--- src/rtl/tt_ram_loader.sv ---
// tt_ram_loader
// Writable truth-table store. A producer streams 2^ADDR_W entries over a
// valid/ready handshake into an internal RAM; once the load completes the
// block serves registered lookups addressed by addr_i.
//
// Optional feature macro: TT_PARITY_EN
//   When defined, each write beat carries a parity bit (wr_par_i). A beat with
//   odd overall parity sets the sticky parity_err_o flag, and a load that saw
//   an error finishes in IDLE instead of READY.
//
// Ports:
//   clk_i         sole clock, rising edge
//   rst_i         synchronous active-high reset
//   load_start_i  single-cycle request to (re)load the table
//   wr_valid_i    producer has an entry on wr_data_i
//   wr_data_i     entry written at the current load pointer
//   wr_ready_o    block accepts an entry this cycle (high for all of LOAD)
//   wr_par_i      parity bit for wr_data_i        (TT_PARITY_EN only)
//   parity_err_o  sticky parity error             (TT_PARITY_EN only)
//   busy_o        load in progress
//   loaded_o      table is complete and valid
//   addr_i        lookup address
//   data_o        registered lookup result (0 unless READY)
//   rd_valid_o    data_o holds a valid table entry
module tt_ram_loader #(
    parameter int ADDR_W = 3,
    parameter int DATA_W = 2
) (
    input  logic              clk_i,
    input  logic              rst_i,
    input  logic              load_start_i,
    input  logic              wr_valid_i,
    input  logic [DATA_W-1:0] wr_data_i,
    output logic              wr_ready_o,
`ifdef TT_PARITY_EN
    input  logic              wr_par_i,
    output logic              parity_err_o,
`endif
    output logic              busy_o,
    output logic              loaded_o,
    input  logic [ADDR_W-1:0] addr_i,
    output logic [DATA_W-1:0] data_o,
    output logic              rd_valid_o
);

    localparam int DEPTH = 1 << ADDR_W;
    localparam logic [ADDR_W-1:0] LAST_PTR = ADDR_W'(DEPTH - 1);

    typedef enum logic [1:0] {
        IDLE,
        LOAD,
        READY
    } state_e;

    state_e              state_q, state_d;
    logic [ADDR_W-1:0]   ptr_q, ptr_d;
    logic                parityErr_q, parityErr_d;
    logic [DATA_W-1:0]   data_q;
    logic                rdValid_q;
    logic                wrEn;
    logic                beatErr;
    logic                errNow;

    logic [DATA_W-1:0]   mem [DEPTH];

    // Parity of the beat currently offered; tied off when the feature is absent
    // so the FSM below is identical in both builds.
`ifdef TT_PARITY_EN
    assign beatErr = ^{wr_data_i, wr_par_i};
`else
    assign beatErr = 1'b0;
`endif

    // Error seen so far including the beat being accepted now, so a bad final
    // beat also steers completion to IDLE.
    assign errNow = parityErr_q | beatErr;

    // State, load pointer and sticky parity flag.
    always_ff @(posedge clk_i) begin
        if (rst_i) begin
            state_q     <= IDLE;
            ptr_q       <= '0;
            parityErr_q <= 1'b0;
        end else begin
            state_q     <= state_d;
            ptr_q       <= ptr_d;
            parityErr_q <= parityErr_d;
        end
    end

    // Next-state logic and Moore outputs. The pointer wraps to 0 only on the
    // final accept, which is exactly when the load completes.
    always_comb begin
        state_d     = state_q;
        ptr_d       = ptr_q;
        parityErr_d = parityErr_q;
        wrEn        = 1'b0;
        wr_ready_o  = 1'b0;
        busy_o      = 1'b0;
        loaded_o    = 1'b0;
        unique case (state_q)
            IDLE: begin
                if (load_start_i) begin
                    state_d     = LOAD;
                    ptr_d       = '0;
                    parityErr_d = 1'b0;
                end
            end
            LOAD: begin
                wr_ready_o = 1'b1;
                busy_o     = 1'b1;
                if (wr_valid_i) begin
                    wrEn  = !rst_i;
                    ptr_d = ptr_q + ADDR_W'(1);
                    if (beatErr) begin
                        parityErr_d = 1'b1;
                    end
                    if (ptr_q == LAST_PTR) begin
                        state_d = errNow ? IDLE : READY;
                    end
                end
            end
            READY: begin
                loaded_o = 1'b1;
                if (load_start_i) begin
                    state_d     = LOAD;
                    ptr_d       = '0;
                    parityErr_d = 1'b0;
                end
            end
            default: begin
                state_d = IDLE;
            end
        endcase
    end

    // Table RAM; deliberately not reset so contents survive rst_i.
    always_ff @(posedge clk_i) begin
        if (wrEn) begin
            mem[ptr_q] <= wr_data_i;
        end
    end

    // Registered lookup: the edge that samples a reload request still sees
    // READY and therefore registers one last valid read.
    always_ff @(posedge clk_i) begin
        if (rst_i) begin
            data_q    <= '0;
            rdValid_q <= 1'b0;
        end else if (state_q == READY) begin
            data_q    <= mem[addr_i];
            rdValid_q <= 1'b1;
        end else begin
            data_q    <= '0;
            rdValid_q <= 1'b0;
        end
    end

    assign data_o     = data_q;
    assign rd_valid_o = rdValid_q;
`ifdef TT_PARITY_EN
    assign parity_err_o = parityErr_q;
`endif

endmodule

--- config.mk ---
export PLATFORM = sky130hd
export DESIGN_NAME = tt_ram_loader
export DESIGN_NICKNAME = d
export VERILOG_FILES = /design/src/rtl/tt_ram_loader.sv
export SDC_FILE = /design/constraint.sdc
export NUM_CORES = 1
export LEC_CHECK = 0
export ABC_CLOCK_PERIOD_IN_PS = 2300
export CAP_MARGIN = 40
export CORE_MARGIN = 1.5
export CORE_UTILIZATION = 40
export DETAILED_ROUTE_END_ITERATION = 12
export HOLD_SLACK_MARGIN = 0.1
export PLACE_DENSITY = 0.64
export SLEW_MARGIN = 25
export SYNTH_ARGS = -nofsm -noshare
export SYNTH_HDL_FRONTEND = slang
export SYNTH_SLANG_ARGS = --single-unit
export TNS_END_PERCENT = 20
--- constraint.sdc ---
create_clock -name clk_i -period 2.3 [get_ports clk_i]
set_input_delay 0.46 -clock clk_i [delete_from_list [all_inputs] [get_ports clk_i]]
set_output_delay 0.46 -clock clk_i [all_outputs]
set_load 0.05 [all_outputs]
==> results of run 1 <==
-- area by class of cell --
cell class	count	area (um2)	share of cell area, %
sequential	24	640.6	52.67
multi-input combinational	47	347.8	28.60
timing repair buffer	15	148.9	12.24
clock buffer	4	36.28	2.984
tap	28	35.03	2.881
inverter	2	7.507	0.6173
-- through the flow --
stage | area (um2) | hold WS, ps | util (%) | setup slack [ps]
4_1_cts | 1214 | 568.6 | 52.83 | 11.06
3_5_place_dp | 1179 | 552.4 | 51.31 | 209.6
5_1_grt | 1216 | 595.6 | 52.94 | 68.04
2_1_floorplan | 1003 | 503.4 | - | 326.1
6_report | 1216 | 563.6 | 52.94 | 146.0
3_3_place_gp | 1179 | 554.0 | 51.31 | 280.4
-- worst max path at each step --
stage	slack [ps]	to	cells past startpoint	from
floorplan	330	wr_ready_o	2	state_q[0]
global placement	280	mem[0][0]	4	wr_valid_i
detailed placement	210	mem[0][0]	4	wr_valid_i
CTS	10	wr_ready_o	2	state_q[0]
global route	70	loaded_o	3	state_q[0]
finish	150	loaded_o	3	state_q[0]
-- critical path, delay by kind of cell, from the launching register on --
| family | cells | cell delay [ps] |
|---|---|---|
| buffers and inverters | 2 | 860 |
| DFF | 1 | 360 |
| and+or+nand+nor | 1 | 160 |
-- kinds of logic (layout without fill, tap and decap cells) --
family / Yosys count / after routing
and+or+nand+nor: 33 / 33
DFF: 24 / 24
muxes: 6 / 6
AOI/OAI and AO/OA: 5 / 5
buffers and inverters: 3 / 21
adders and majority gates: 2 / 2
xor gates and xnor gates: 1 / 1
-- routing by layer --
metal / global-route usage (%) / up-vias / share of wire [%]
met5: 0 / - / 0
li1: - / 306 / -
met4: 6.410 / 0 / 0.97
met1: 13.74 / 288 / 41
met3: 2.542 / 2 / 3.8
met2: 27.08 / 16 / 54
-- timing repair --
item	in CTS	in global routing
hold endpoints to repair	0	0
hold buffers	0	0
resized for setup	1	1
gates cloned	0	0
setup endpoints to repair	1	1
-- cells in the mapped netlist --
master | number | area [um2]
sky130_fd_sc_hd__a21oi_1 | 5 | 25.02
sky130_fd_sc_hd__and2_1 | 1 | 6.260
sky130_fd_sc_hd__buf_4 | 1 | 7.510
sky130_fd_sc_hd__dfxtp_1 | 8 | 160.2
sky130_fd_sc_hd__edfxtp_1 | 16 | 480.5
sky130_fd_sc_hd__ha_1 | 2 | 25.02
sky130_fd_sc_hd__inv_1 | 2 | 7.510
sky130_fd_sc_hd__mux2i_1 | 2 | 20.02
sky130_fd_sc_hd__mux4_1 | 4 | 105.1
sky130_fd_sc_hd__nand2_1 | 6 | 22.52
sky130_fd_sc_hd__nand2b_1 | 6 | 37.54
sky130_fd_sc_hd__nand3_1 | 2 | 10.01
sky130_fd_sc_hd__nand3b_1 | 1 | 7.510
sky130_fd_sc_hd__nor2_1 | 12 | 45.04
sky130_fd_sc_hd__nor2b_1 | 1 | 6.260
sky130_fd_sc_hd__nor3_1 | 2 | 10.01
sky130_fd_sc_hd__nor3b_1 | 1 | 7.510
sky130_fd_sc_hd__or3_4 | 1 | 11.26
sky130_fd_sc_hd__xnor2_1 | 1 | 8.760
-- power groups by stage --
stage	clock network [uW]	logic, uW	registers, uW
after floorplan	0	35.0	475
after global placement	0	64.3	476
after detailed placement	0	65.4	476
after CTS	214	64.6	466
after global routing	236	68.3	467
final	215	63.7	466
-- flip-flops by register name (all words and copies together), names as in the netlist --
register    count
data_o          2
mem            16
ptr_q           3
rd_valid_o      1
state_q         2
==> flow_results.org, run 1 <==
** Run status
- The run finished with clean final reports.

** Pwr
- Max VDD drop :: 317.3 uV
- The share of total power dissipated in sequential elements is 62.6%.
- For this design the static power due to leakage is 0.0004527 uW.
- Internal Dissipation :: 590.4 uW
- Clock share of power :: 28.9%
- Combinational Power Share :: 8.6%
- The design draws 744.9 uW.
- In this run the power spent charging and discharging nets is 154.5 uW.
- For this design the ratio of total power to cell area is 612.5 nW/um2.
- Net switching is 20.74% of the power.

** Place
- The congestion estimate from routability-driven global placement came to 0.6958.
- Placed cell count :: 116
- Total half-perimeter wirelength after legalization and detailed placement :: 1303 um
- IO buf count :: 14

** Die
- The die covers 2818 um2.
- CORE AREA :: 2297 um2
- The floorplan step set the die width to 53.09 um.
- Row generation in the floorplan step produced 17 rows.
- Die Y :: 53.09 um
- The initial utilization of the core area, before any placement, comes to 43.68%.
- 15 I/O pins were placed.

** Flow run
- Number of max-capacitance violations reported :: 0

** Routing
- After detailed routing, the number of remaining DRC violations is 0.
- Vias per Instance :: 5.100
- Routed wire length per instance :: 13.79 um
- Final WL :: 1655 um
- After the first detailed-routing iteration, the DRC count stood at 12.
- The first detailed-routing pass ran for 4 iterations.
- Vias after detailed routing :: 612
- Once detail routing completed, the nets flagged for antenna violations numbered 0.

** Clocking
- Buffer type at the clock tree root :: sky130_fd_sc_hd__clkbuf_4
- Clock tree synthesis inserted a total of 3 buffers.
- For this design, the sink count on the clock tree is 24.
- Post-CTS setup buffer count :: 0
- Clock slew at the register clock pins of the worst setup and hold paths :: 120 ps
- Number of buffers on the longest clock path :: 2
- At the later pin of the worst-skew pair, clock insertion delay measures 310 ps.
- TritonCTS built the clock tree.
- CTS built an H-tree with a depth of 1.

** Global route
- Wire length of the first global-routing pass :: 2663 um
- Total overflow reported by the global router :: 0
- The via count of the first global-routing pass was 626.
- In the global route stage, overall resource usage came out at 13.83%.
- Antenna violations before repair :: 0
- Entering global routing, the biggest net connects 14 pins.

** Setup path
- In this run the critical register-to-register path is launched from state_q[1].
- Along the worst path, the maximum fanout reaches 6.
- The largest single stage delay on the critical path is 790 ps.
- Critical path data required time :: 1840 ps
- Logic depth of the worst register-to-register path :: 3
- Register-to-register setup slack :: 800 ps
- Traced cell by cell, the critical path runs through nand2b_1 > inv_1 > clkdlybuf4s50_1.
- Class of the most critical setup path :: flop to output port
- CP Launch Type :: flop
- On the critical path, the stage with the largest delay is an instance of sky130_fd_sc_hd__clkdlybuf4s50_1.
- Data on the critical path arrives at its endpoint at 1690 ps.
- The worst setup path is captured at an output port.
- The worst register-to-register path ends at mem[0][0].

** Logic synthesis
- Main combinational cell family by area after synthesis :: simple AND/OR/NAND/NOR gates
- After technology mapping, the gate count stands at 74.
- Post-synthesis compound-gate area fraction :: 2.494%
- Register area share after synthesis :: 63.84%
- Fraction of synthesized area in multiplexers :: 12.47%
- Count of different cell masters after synthesis :: 19
- Counting flops and latches in the post-synthesis netlist gives 24.
- Post-synthesis average cell area :: 13.56 um2
- Warning count from the yosys run :: 0
- Post-synthesis simple-gate area fraction :: 16.33%
- Fraction of synthesized cell area in xor and xnor cells :: 0.8728%
- Counting every net in the synthesized netlist gives 85.
- Area of the mapped netlist :: 1003 um2
- Share of synthesized cell area in full adder, half adder and majority cells :: 2.494%

** Timing
- Subtracting the final worst setup slack from the clock period gives 2154 ps.
- Setup total negative slack on the finished layout was measured at 0 ps.
- For the final database, setup skew stands at 4.210 ps.
- Endpoints failing hold :: 0
- Highest clock frequency the design can meet :: 0.4642 GHz
- For the pin with the worst max-slew slack, the measured transition is 496.7 ps.
- Dividing the final minimum period by the clock period gives 93.65%.
- Unrepaired setup endpoints after global routing :: false
- Setup violations remaining at the end of the flow were counted as 0.
- The number of pins with negative max-slew slack in the final report came to 0.
- Worst max-slew margin expressed relative to the limit :: 66.83%

** Worst hold path
- Cell count of the worst hold path :: 2
- Worst hold path type :: flop to flop
- Startpoint of the lowest-slack hold path :: ptr_q[1]
- Hold path endpoint :: ptr_q[1]

** Final layout
- 0 antenna diodes ended up in the layout.
- Most common cell after layout, fill and taps aside :: sky130_fd_sc_hd__edfxtp_1
- After filler insertion, the fill cell instance count of the layout stands at 216.
- Final nets :: 104
- Area grow syn2layout :: 21.20%
- Commonest non-fill, non-tap cells in the layout :: sky130_fd_sc_hd__edfxtp_1, sky130_fd_sc_hd__nor2_1, sky130_fd_sc_hd__clkdlybuf4s50_1
- Share of final-layout standard cells stronger than drive strength 1 :: 6.522%
- Final Non-Filler Cells :: 120
Note: power is estimated with default switching activity, not from simulation.
==> inputs of run 2 (changes only) <==
--- a/config.mk
+++ b/config.mk
@@ -7,8 +7,8 @@
 export LEC_CHECK = 0
 export ABC_CLOCK_PERIOD_IN_PS = 2300
 export CAP_MARGIN = 40
-export CORE_MARGIN = 1.5
 export CORE_UTILIZATION = 40
+export CTS_CLUSTER_SIZE = 10
 export DETAILED_ROUTE_END_ITERATION = 12
 export HOLD_SLACK_MARGIN = 0.1
 export PLACE_DENSITY = 0.64
==> run 2 against run 1 <==
Effect of this change:
- hold slack gained 17 ps
- sequential power is essentially flat
- critical path depth is the same
- sequential cell count is the same
- wire length grew 3.3%
- sequential share of layout area grew 0.60 points
- via count is the same
- global-route usage grew 0.99 points
- critical path type unchanged
==> flow_results.org, run 2 (synthesis results as in run 1) <==
** Run status
- Run status :: completed

** Global route
- Antenna violations before repair :: 0 (unchanged)
- Routing usage on met3 :: 2.632% (+0.089 points)
- Total overflow reported by the global router :: 0 (unchanged)
- The aggregate global-route resource usage was 14.82% (+0.99 points).
- The via count of the first global-routing pass is 607 (-3.0%).
- The maximum number of pins on one net before global-route repair came to 14 (unchanged).
- Wire length of the first global-routing pass :: 2815 um (+5.7%)
- Global-route track usage on met2 :: 27.78% (+0.69 points)
- In this run the most used layer during global routing was met2.
- The fraction of met1 tracks used by global routing came to 16.35% (+2.6 points).

** Place
- Final GP Congestion :: 0.7114 (+2.2%)
- IO buf count :: 14 (unchanged)
- Total half-perimeter wirelength after legalization and detailed placement :: 1257 um (-3.5%)
- Cell Area, Placed :: 1171 um2 (-0.64%)

** Setup path
- Reg-to-Reg End :: mem[0][1]
- Kind of end point of the critical path :: output port
- The worst setup path is launched from a flop.
- Worst Path Max Fanout :: 6 (unchanged)
- Critical path data required time :: 1840 ps (about the same)
- Startpoint of the worst setup timing path :: state_q[0]
- WP data arrival :: 1710 ps (+20 ps)
- Register-to-register setup slack :: 800 ps (about the same)
- The worst register-to-register path begins at state_q[0].
- The worst reg2reg path depth was 3 (unchanged).
- The setup path with the least slack is of type flop to output port.

** Final layout
- Share of final-layout standard cells stronger than drive strength 1 :: 4.396% (-2.1 points)
- The largest registers in the layout are mem x16, ptr_q x3.
- Number of diodes added for antenna fixing :: 0 (unchanged)
- In the layout the commonest cells are sky130_fd_sc_hd__edfxtp_1, sky130_fd_sc_hd__nor2_1, sky130_fd_sc_hd__clkdlybuf4s50_1.
- Final nets :: 103 (-0.96%)
- The library cell used most frequently in the layout, excluding fill and tap cells, is sky130_fd_sc_hd__edfxtp_1.
- From synthesis to final layout, the design area changed by 19.83%.
- Number of flip-flops in the largest register :: 16 (unchanged)
- Total non-filler cell area in the finished layout :: 1202 um2 (-1.1%)
- Most flop-heavy register :: mem

** Timing
- TNS Setup :: 0 ps (unchanged)
- Highest clock frequency the design can meet :: 0.4615 GHz (-0.60%)
- The count of endpoints failing hold in the final timing report is 0 (unchanged).
- Final setup violation count :: 0 (unchanged)
- The worst hold-check slack was 580.5 ps (+16.87 ps).
- Setup repair after global routing left no endpoint under its margin.
- The ratio of final minimum period to clock period was 94.22% (+0.56 points).
- The worst-case clock skew came to 2.056 ps (-2.154 ps).
- Shortest clock period the worst path allows after layout :: 2167 ps (+12.97 ps)
- The number of pins with negative max-slew slack in the final report was 0 (unchanged).
- Worst max-slew margin expressed relative to the limit :: 66.60% (-0.23 points)
- The slew at the pin with the worst max-slew slack is 500.2 ps (+3.416 ps).

** Clocking
- The number of buffers between clock root and the deepest sink came to 2 (unchanged).
- Clock tree from TritonCTS :: yes
- Clock slew at the register clock pins of the worst setup and hold paths :: 120 ps (about the same)
- Post_cts resized :: 0 (-1)
- Post-cts hold buffer count :: 0 (unchanged)
- Buffer type at the clock tree root :: sky130_fd_sc_hd__clkbuf_4
- The worst-skew pair later-pin latency came to 300 ps (about the same).
- The count of clock tree sinks is 24 (unchanged).
- Inserted Clock Buffers :: 3 (unchanged)
- Maximum level of the CTS H-tree :: 1 (unchanged)
- Post-CTS setup buffer count :: 0 (unchanged)

** Routing
- The detail-routed via count per cell was 5.143 (+0.84%).
- First-pass detailed-route iteration total :: 3 (-1)
- The DRC violation count after routing is 0 (unchanged).
- The number of routed nets with antenna violations came to 0 (unchanged).
- Routed wire length per instance :: 14.36 um (+4.1%)
- The total number of vias is 612 (unchanged).
- The iteration-0 DRC count of the detailed router was 5 (-7).
- The detailed-route wire length is 1709 um (+3.3%).

** Worst hold path
- The min-delay analysis places its worst path in the category flop to flop.
- Hold path endpoint :: ptr_q[1]
- The worst hold path begins at ptr_q[1].
- Cell count of the worst hold path :: 2 (unchanged)

** Pwr
- Leakage Power :: 0.0004529 uW (about the same)
- Max VDD drop :: 306.5 uV (-3.4%)
- Cell Pwr Density :: 591.3 nW/um2 (-3.5%)

** Die
- CORE AREA :: 2297 um2 (unchanged)
- Number of rows in the core area :: 17 (unchanged)
- Total Die Area :: 2713 um2 (-3.7%)
- Die Y :: 52.09 um (-1.9%)
- The number of primary I/O pins came to 15 (unchanged).
- The starting density of the core is 43.68% (unchanged).
- Horizontal die dimension :: 52.09 um (-1.9%)

** Flow run
- The max-cap check violation count was 0 (unchanged).
-- run 2: cell count changes in the layout (fill, tap and decap cells not counted), sizes merged --
cell / before / now
buf: 1 / 0
clkbuf: 4 / 3
clkinv: 0 / 1
dlygate4sd2: 1 / 0
dlymetal6s2s: 1 / 2
-- run 2: power by group --
group,total (uW),internal [uW],leakage (uW),switching (uW)
sequential,467,463,0.000209,3.98
clock,181,63.2,0.0000154,118
combinational,63.5,31.0,0.000229,32.6
total,711,557,0.000453,154
-- run 2: stage by stage --
stage / power (uW) / setup slack [ps] / util (%) / std cells
global placement: 539.4 / 279.1 / 50.98 / 115
floorplan: 510.2 / 326.1 / - / 74
finish: 711.0 / 133.0 / 52.34 / 119
CTS: 716.1 / 6.333 / 52.12 / 119
global route: 739.2 / 54.62 / 52.34 / 119
detailed placement: 539.9 / 228.9 / 50.98 / 115
-- run 2: cell type report --
class / instances / area (um2)
clock buffers: 3 / 22.52
clock inverters: 1 / 3.754
well taps: 28 / 35.03
inverters: 2 / 7.507
fillers: 199 / 1095
flip-flops and latches: 24 / 640.6
multi-input cells: 47 / 347.8
repair buffers: 14 / 145.1
-- run 2: worst max path at each step --
stage / endpoint / slack (ps) / cells after the start
3_3_place_gp: mem[0][0] / 280 / 4
2_1_floorplan: wr_ready_o / 330 / 2
4_1_cts: busy_o / 6 / 2
6_report: loaded_o / 130 / 3
3_5_place_dp: mem[0][1] / 230 / 4
5_1_grt: loaded_o / 50 / 3
-- run 2: metal layers --
metal | share of wire, % | vias to the layer above
met5 | 0 | -
met4 | 0.76 | 0
met3 | 3.5 | 2
met2 | 53 | 12
met1 | 43 | 291
li1 | - | 307
-- run 2: worst max-delay path, stage by stage, from the launching register on --
cell and delay [ps]:
sky130_fd_sc_hd__dfxtp_1 370, sky130_fd_sc_hd__nand2b_1 170, sky130_fd_sc_hd__inv_1 70, sky130_fd_sc_hd__clkdlybuf4s50_1 790
==> inputs of run 3 (changes only) <==
--- a/config.mk
+++ b/config.mk
@@ -5,13 +5,15 @@
 export SDC_FILE = /design/constraint.sdc
 export NUM_CORES = 1
 export LEC_CHECK = 0
+export ABC_AREA = 1
 export ABC_CLOCK_PERIOD_IN_PS = 2300
 export CAP_MARGIN = 40
 export CORE_UTILIZATION = 40
 export CTS_CLUSTER_SIZE = 10
 export DETAILED_ROUTE_END_ITERATION = 12
+export GPL_TIMING_DRIVEN = 0
 export HOLD_SLACK_MARGIN = 0.1
-export PLACE_DENSITY = 0.64
+export PLACE_DENSITY = 0.63
 export SLEW_MARGIN = 25
 export SYNTH_ARGS = -nofsm -noshare
 export SYNTH_HDL_FRONTEND = slang
==> run 3 against run 2 <==
Effect of this change:
- total power increased by 18%
- first-iteration DRC count increased to 3.2 times the previous value
- area after synthesis increased by 8.5%
- maximum frequency about the same
- clock power increased by 67%
- critical endpoint is now busy_o
- highest routed layer unchanged
==> flow_results.org, run 3 <==
** Run status
- Run status :: completed

** Routing
- Met2 layer wire length in the routed design :: 874 um (-3.3%)
- First-pass detailed-route iteration total :: 4 (+1)
- The highest metal layer carrying signal wires in the routed design is met4.
- The total number of vias is 799 (+31%).
- The DRC violation count after routing was 0 (unchanged).
- Wl on met1 :: 732 um (+0.27%)
- Routed wire length per instance :: 10.04 um (-30%)
- Amount of wire on met3 after detailed routing :: 95 um (+58%)
- Number of nets with antenna violations after detailed routing :: 0 (unchanged)
- The detail-routed via count per cell was 4.673 (-9.1%).
- The detailed-route wire length came to 1717 um (+0.47%).
- The iteration-0 DRC count of the detailed router was 16 (+11).

** Final layout
- Final Non-Filler Cells :: 171 (+44%)
- Leaving out fill and tap cells, the most frequent cell in the layout is sky130_fd_sc_hd__nand2_1.
- Number of inserted filler cells in the final layout :: 238 (+20%)
- Top Registers :: mem x16, ptr_q x3
- Share of final-layout standard cells stronger than drive strength 1 :: 9.220% (+4.8 points)
- Number of diodes added for antenna fixing :: 0 (unchanged)
- Multi-input combinational cell area :: 322.8 um2 (-7.2%)
- Area grow syn2layout :: 20.46%
- The library cells used most frequently in the layout, excluding fill and tap cells, are sky130_fd_sc_hd__nand2_1, sky130_fd_sc_hd__inv_1, sky130_fd_sc_hd__edfxtp_1.
- Final nets :: 153 (+49%)
- Number of flip-flops in the largest register :: 16 (unchanged)
- Area taken by flip-flops and latches :: 640.6 um2 (unchanged)
- Ranked by flip-flop count, first place goes to mem.

** Die
- Die Y :: 54.17 um (+4.0%)
- Total Die Area :: 2934 um2 (+8.1%)
- The starting density of the core came to 43.15% (-0.53 points).
- Number of rows in the core area :: 18 (+1)
- The horizontal die dimension was 54.17 um (+4.0%).
- I/O pin count :: 15 (unchanged)
- The core area was 2522 um2 (+9.8%).

** Setup path
- Kind of end point of the critical path :: output port
- Worst Path Max Fanout :: 4 (-2)
- In this run the critical register-to-register path is launched from state_q[0].
- In this run the critical register-to-register path is captured at mem[7][0].
- WP data arrival :: 1710 ps (about the same)
- Register-to-register setup slack :: 980 ps (+180 ps)
- The worst setup path is launched from a flop.
- Critical path data required time :: 1840 ps (about the same)
- The worst reg2reg path depth is 6 (+3).
- The critical path in this run is classified as flop to output port.

** Global route
- The via count of the first global-routing pass is 704 (+16%).
- The first-pass GRT wire length is 2808 um (-0.25%).
- Maximum number of pins on one net before global-route repair :: 15 (+1)
- The total congestion overflow is 0 (unchanged).
- All-Layer GR Usage :: 13.95% (-0.87 points)
- The number of antenna violations at the first check in global routing came to 0 (unchanged).

** Clocking
- Post-CTS setup buffer count :: 0 (unchanged)
- Number of buffers on the longest clock path :: 2 (unchanged)
- Buffer type at the clock tree root :: sky130_fd_sc_hd__clkbuf_4
- The clock transition at the register clock pins on the worst setup and hold paths after CTS came to 130 ps (about the same).
- Inserted Clock Buffers :: 3 (unchanged)
- Clock insertion delay at the later pin of the skew report :: 310 ps (about the same)
- Clock Sink Count :: 24 (unchanged)
- The number of hold-repair buffers added at the cts stage is 0 (unchanged).
- The CTS H-tree depth was 1 (unchanged).
- Clock tree from TritonCTS :: yes

** Logic synthesis
- Largest area contributor in the synthesized netlist :: sky130_fd_sc_hd__edfxtp_1
- Yosys attributes the largest share of cell area to sky130_fd_sc_hd__edfxtp_1, sky130_fd_sc_hd__dfxtp_1, sky130_fd_sc_hd__nand2_1.
- The async set-or-reset flop fraction in the synthesized netlist is 0% (unchanged).
- The count of different cell masters after synthesis came to 16 (-3).
- The synthesized instance count was 124 (+68%).
- Post-synthesis average cell area :: 8.779 um2 (-35%)
- Warning count from the yosys run :: 0 (unchanged)
- Top FF cell, synth :: sky130_fd_sc_hd__edfxtp_1
- Number of enable-type register cells in the synthesized netlist :: 16 (unchanged)
- By count the netlist is led by sky130_fd_sc_hd__nand2_1, sky130_fd_sc_hd__inv_1, sky130_fd_sc_hd__edfxtp_1.
- Proportion of netlist area held by the largest area contributor :: 44.14% (-3.7 points)
- Synth Net Count :: 135 (+59%)
- Register area share after synthesis :: 58.85% (-5.0 points)
- Yosys instantiated no cell more often than sky130_fd_sc_hd__nand2_1.
- Number of synthesized register bits :: 24 (unchanged)
- The post-synthesis cell area was 1089 um2 (+8.5%).

** Timing
- The slew at the pin with the worst max-slew slack came to 497.3 ps (-2.849 ps).
- TNS Setup :: 0 ps (unchanged)
- The ratio of final minimum period to clock period is 94.17% (about the same).
- Worst max-slew margin expressed relative to the limit :: 66.79% (+0.19 points)
- Clock skew :: 0.9742 ps (-1.081 ps)
- Setup repair after global routing left no endpoint under its margin.
- Highest clock frequency the design can meet :: 0.4617 GHz (about the same)
- Endpoints failing hold :: 0 (unchanged)
- Shortest clock period the worst path allows after layout :: 2166 ps (-1.032 ps)
- Final number of max-transition violations :: 0 (unchanged)
- The final-report setup violation count is 0 (unchanged).

** Worst hold path
- Worst hold path type :: flop to flop
- For hold timing, the worst endpoint is ptr_q[0].
- Startpoint of the lowest-slack hold path :: state_q[0]
- Cell count of the worst hold path :: 2 (unchanged)

** Pwr
- Internal Dissipation :: 667.6 uW (+20%)
- The total net switching power was 171.7 uW (+11%).
- The relative contribution of sequential cells to total power was 55.5% (-10 points).
- The switching fraction of total power was 20.46% (-1.2 points).
- Cell Pwr Density :: 640.1 nW/um2 (+8.2%)
- Combinational Power Share :: 8.4% (-0.5 points)
- Leakage Power :: 0.0006035 uW (+33%)
- Max VDD drop :: 668.7 uV (+120%)
- The clock share of power was 36.1% (+11 points).

** Flow run
- Number of max-capacitance violations reported :: 0 (unchanged)

** Place
- Total half-perimeter wirelength after legalization and detailed placement :: 1305 um (+3.8%)
- Final GP Congestion :: 0.7329 (+3.0%)
- IO buf count :: 13 (-1)
- The number of placed instances with taps included came to 167 (+45%).
run 3: changes by cell type in the layout (fill, tap and decap cells not counted), sizes merged, moves of 3 or more:
cell	before	now
inv	2	28
mux4	4	0
a21oi	5	2
o21ai	0	5
nand2b	6	0
nand2	6	35
nand3	2	10
run 3: layout make-up:
cell class,instances,share of cell area [%]
Buffer,2,1.145
Clock buffer,3,1.718
Clock inverter,1,2.290
Inverter,29,8.397
Multi-Input combinational cell,69,24.62
Sequential cell,24,48.85
Tap cell,30,2.863
Timing Repair Buffer,13,10.11
run 3: power groups by stage:
stage	sequential, uW	combinational [uW]	clock (uW)
2_1_floorplan	475	42.9	0
3_3_place_gp	476	70.3	0
3_5_place_dp	476	70.9	0
4_1_cts	466	71.5	311
5_1_grt	466	78.3	329
6_report	466	70.8	303
run 3: worst max-delay path, stage by stage (launching register included):
cell and delay, ps:
sky130_fd_sc_hd__dfxtp_1 410, sky130_fd_sc_hd__nand2_2 90, sky130_fd_sc_hd__inv_1 90, sky130_fd_sc_hd__clkdlybuf4s50_1 800
run 3: timing repair:
action	4_1_cts	5_1_grt
resized for setup	0	1
endpoints found under the hold margin	0	0
setup endpoints to repair	0	1
run 3: worst max path at each step:
stage               start         end  slack (ps)
2_1_floorplan  state_q[0]  wr_ready_o         790
3_3_place_gp   state_q[0]  wr_ready_o         410
3_5_place_dp   state_q[0]  wr_ready_o         410
4_1_cts        state_q[0]  wr_ready_o          20
5_1_grt        state_q[1]    loaded_o          50
6_report       state_q[0]      busy_o         130
run 3: layer usage:
layer / global-route usage [%] / vias to the layer above
li1: - / 417
met2: 26.02 / 20
met4: 3.846 / 0
met1: 13.83 / 360
met3: 5.932 / 2
met5: 0 / -
run 3: kinds of logic after synthesis:
logic type / count (synthesis) / synth area share, %
buffers and inverters: 31 / 11.49
flip-flops: 24 / 58.85
AO/OA/AOI/OAI: 8 / 3.793
adder cells (fa/ha/maj): 2 / 2.298
AND/OR/NAND/NOR: 59 / 23.56
run 3: through the flow:
| step | hold WS, ps | instance area (um2) | power [uW] | setup slack, ps | util (%) |
|---|---|---|---|---|---|
| detailed placement | 515.2 | 1256 | 546.7 | 407.3 | 49.80 |
| finish | 535.2 | 1311 | 839.3 | 134.0 | 51.98 |
| CTS | 535.4 | 1309 | 848.9 | 24.88 | 51.88 |
| floorplan | 479.7 | 1089 | 518.0 | 793.4 | - |
| global route | 544.2 | 1311 | 873.9 | 53.91 | 51.98 |
| global placement | 506.8 | 1256 | 545.9 | 405.7 | 49.80 |
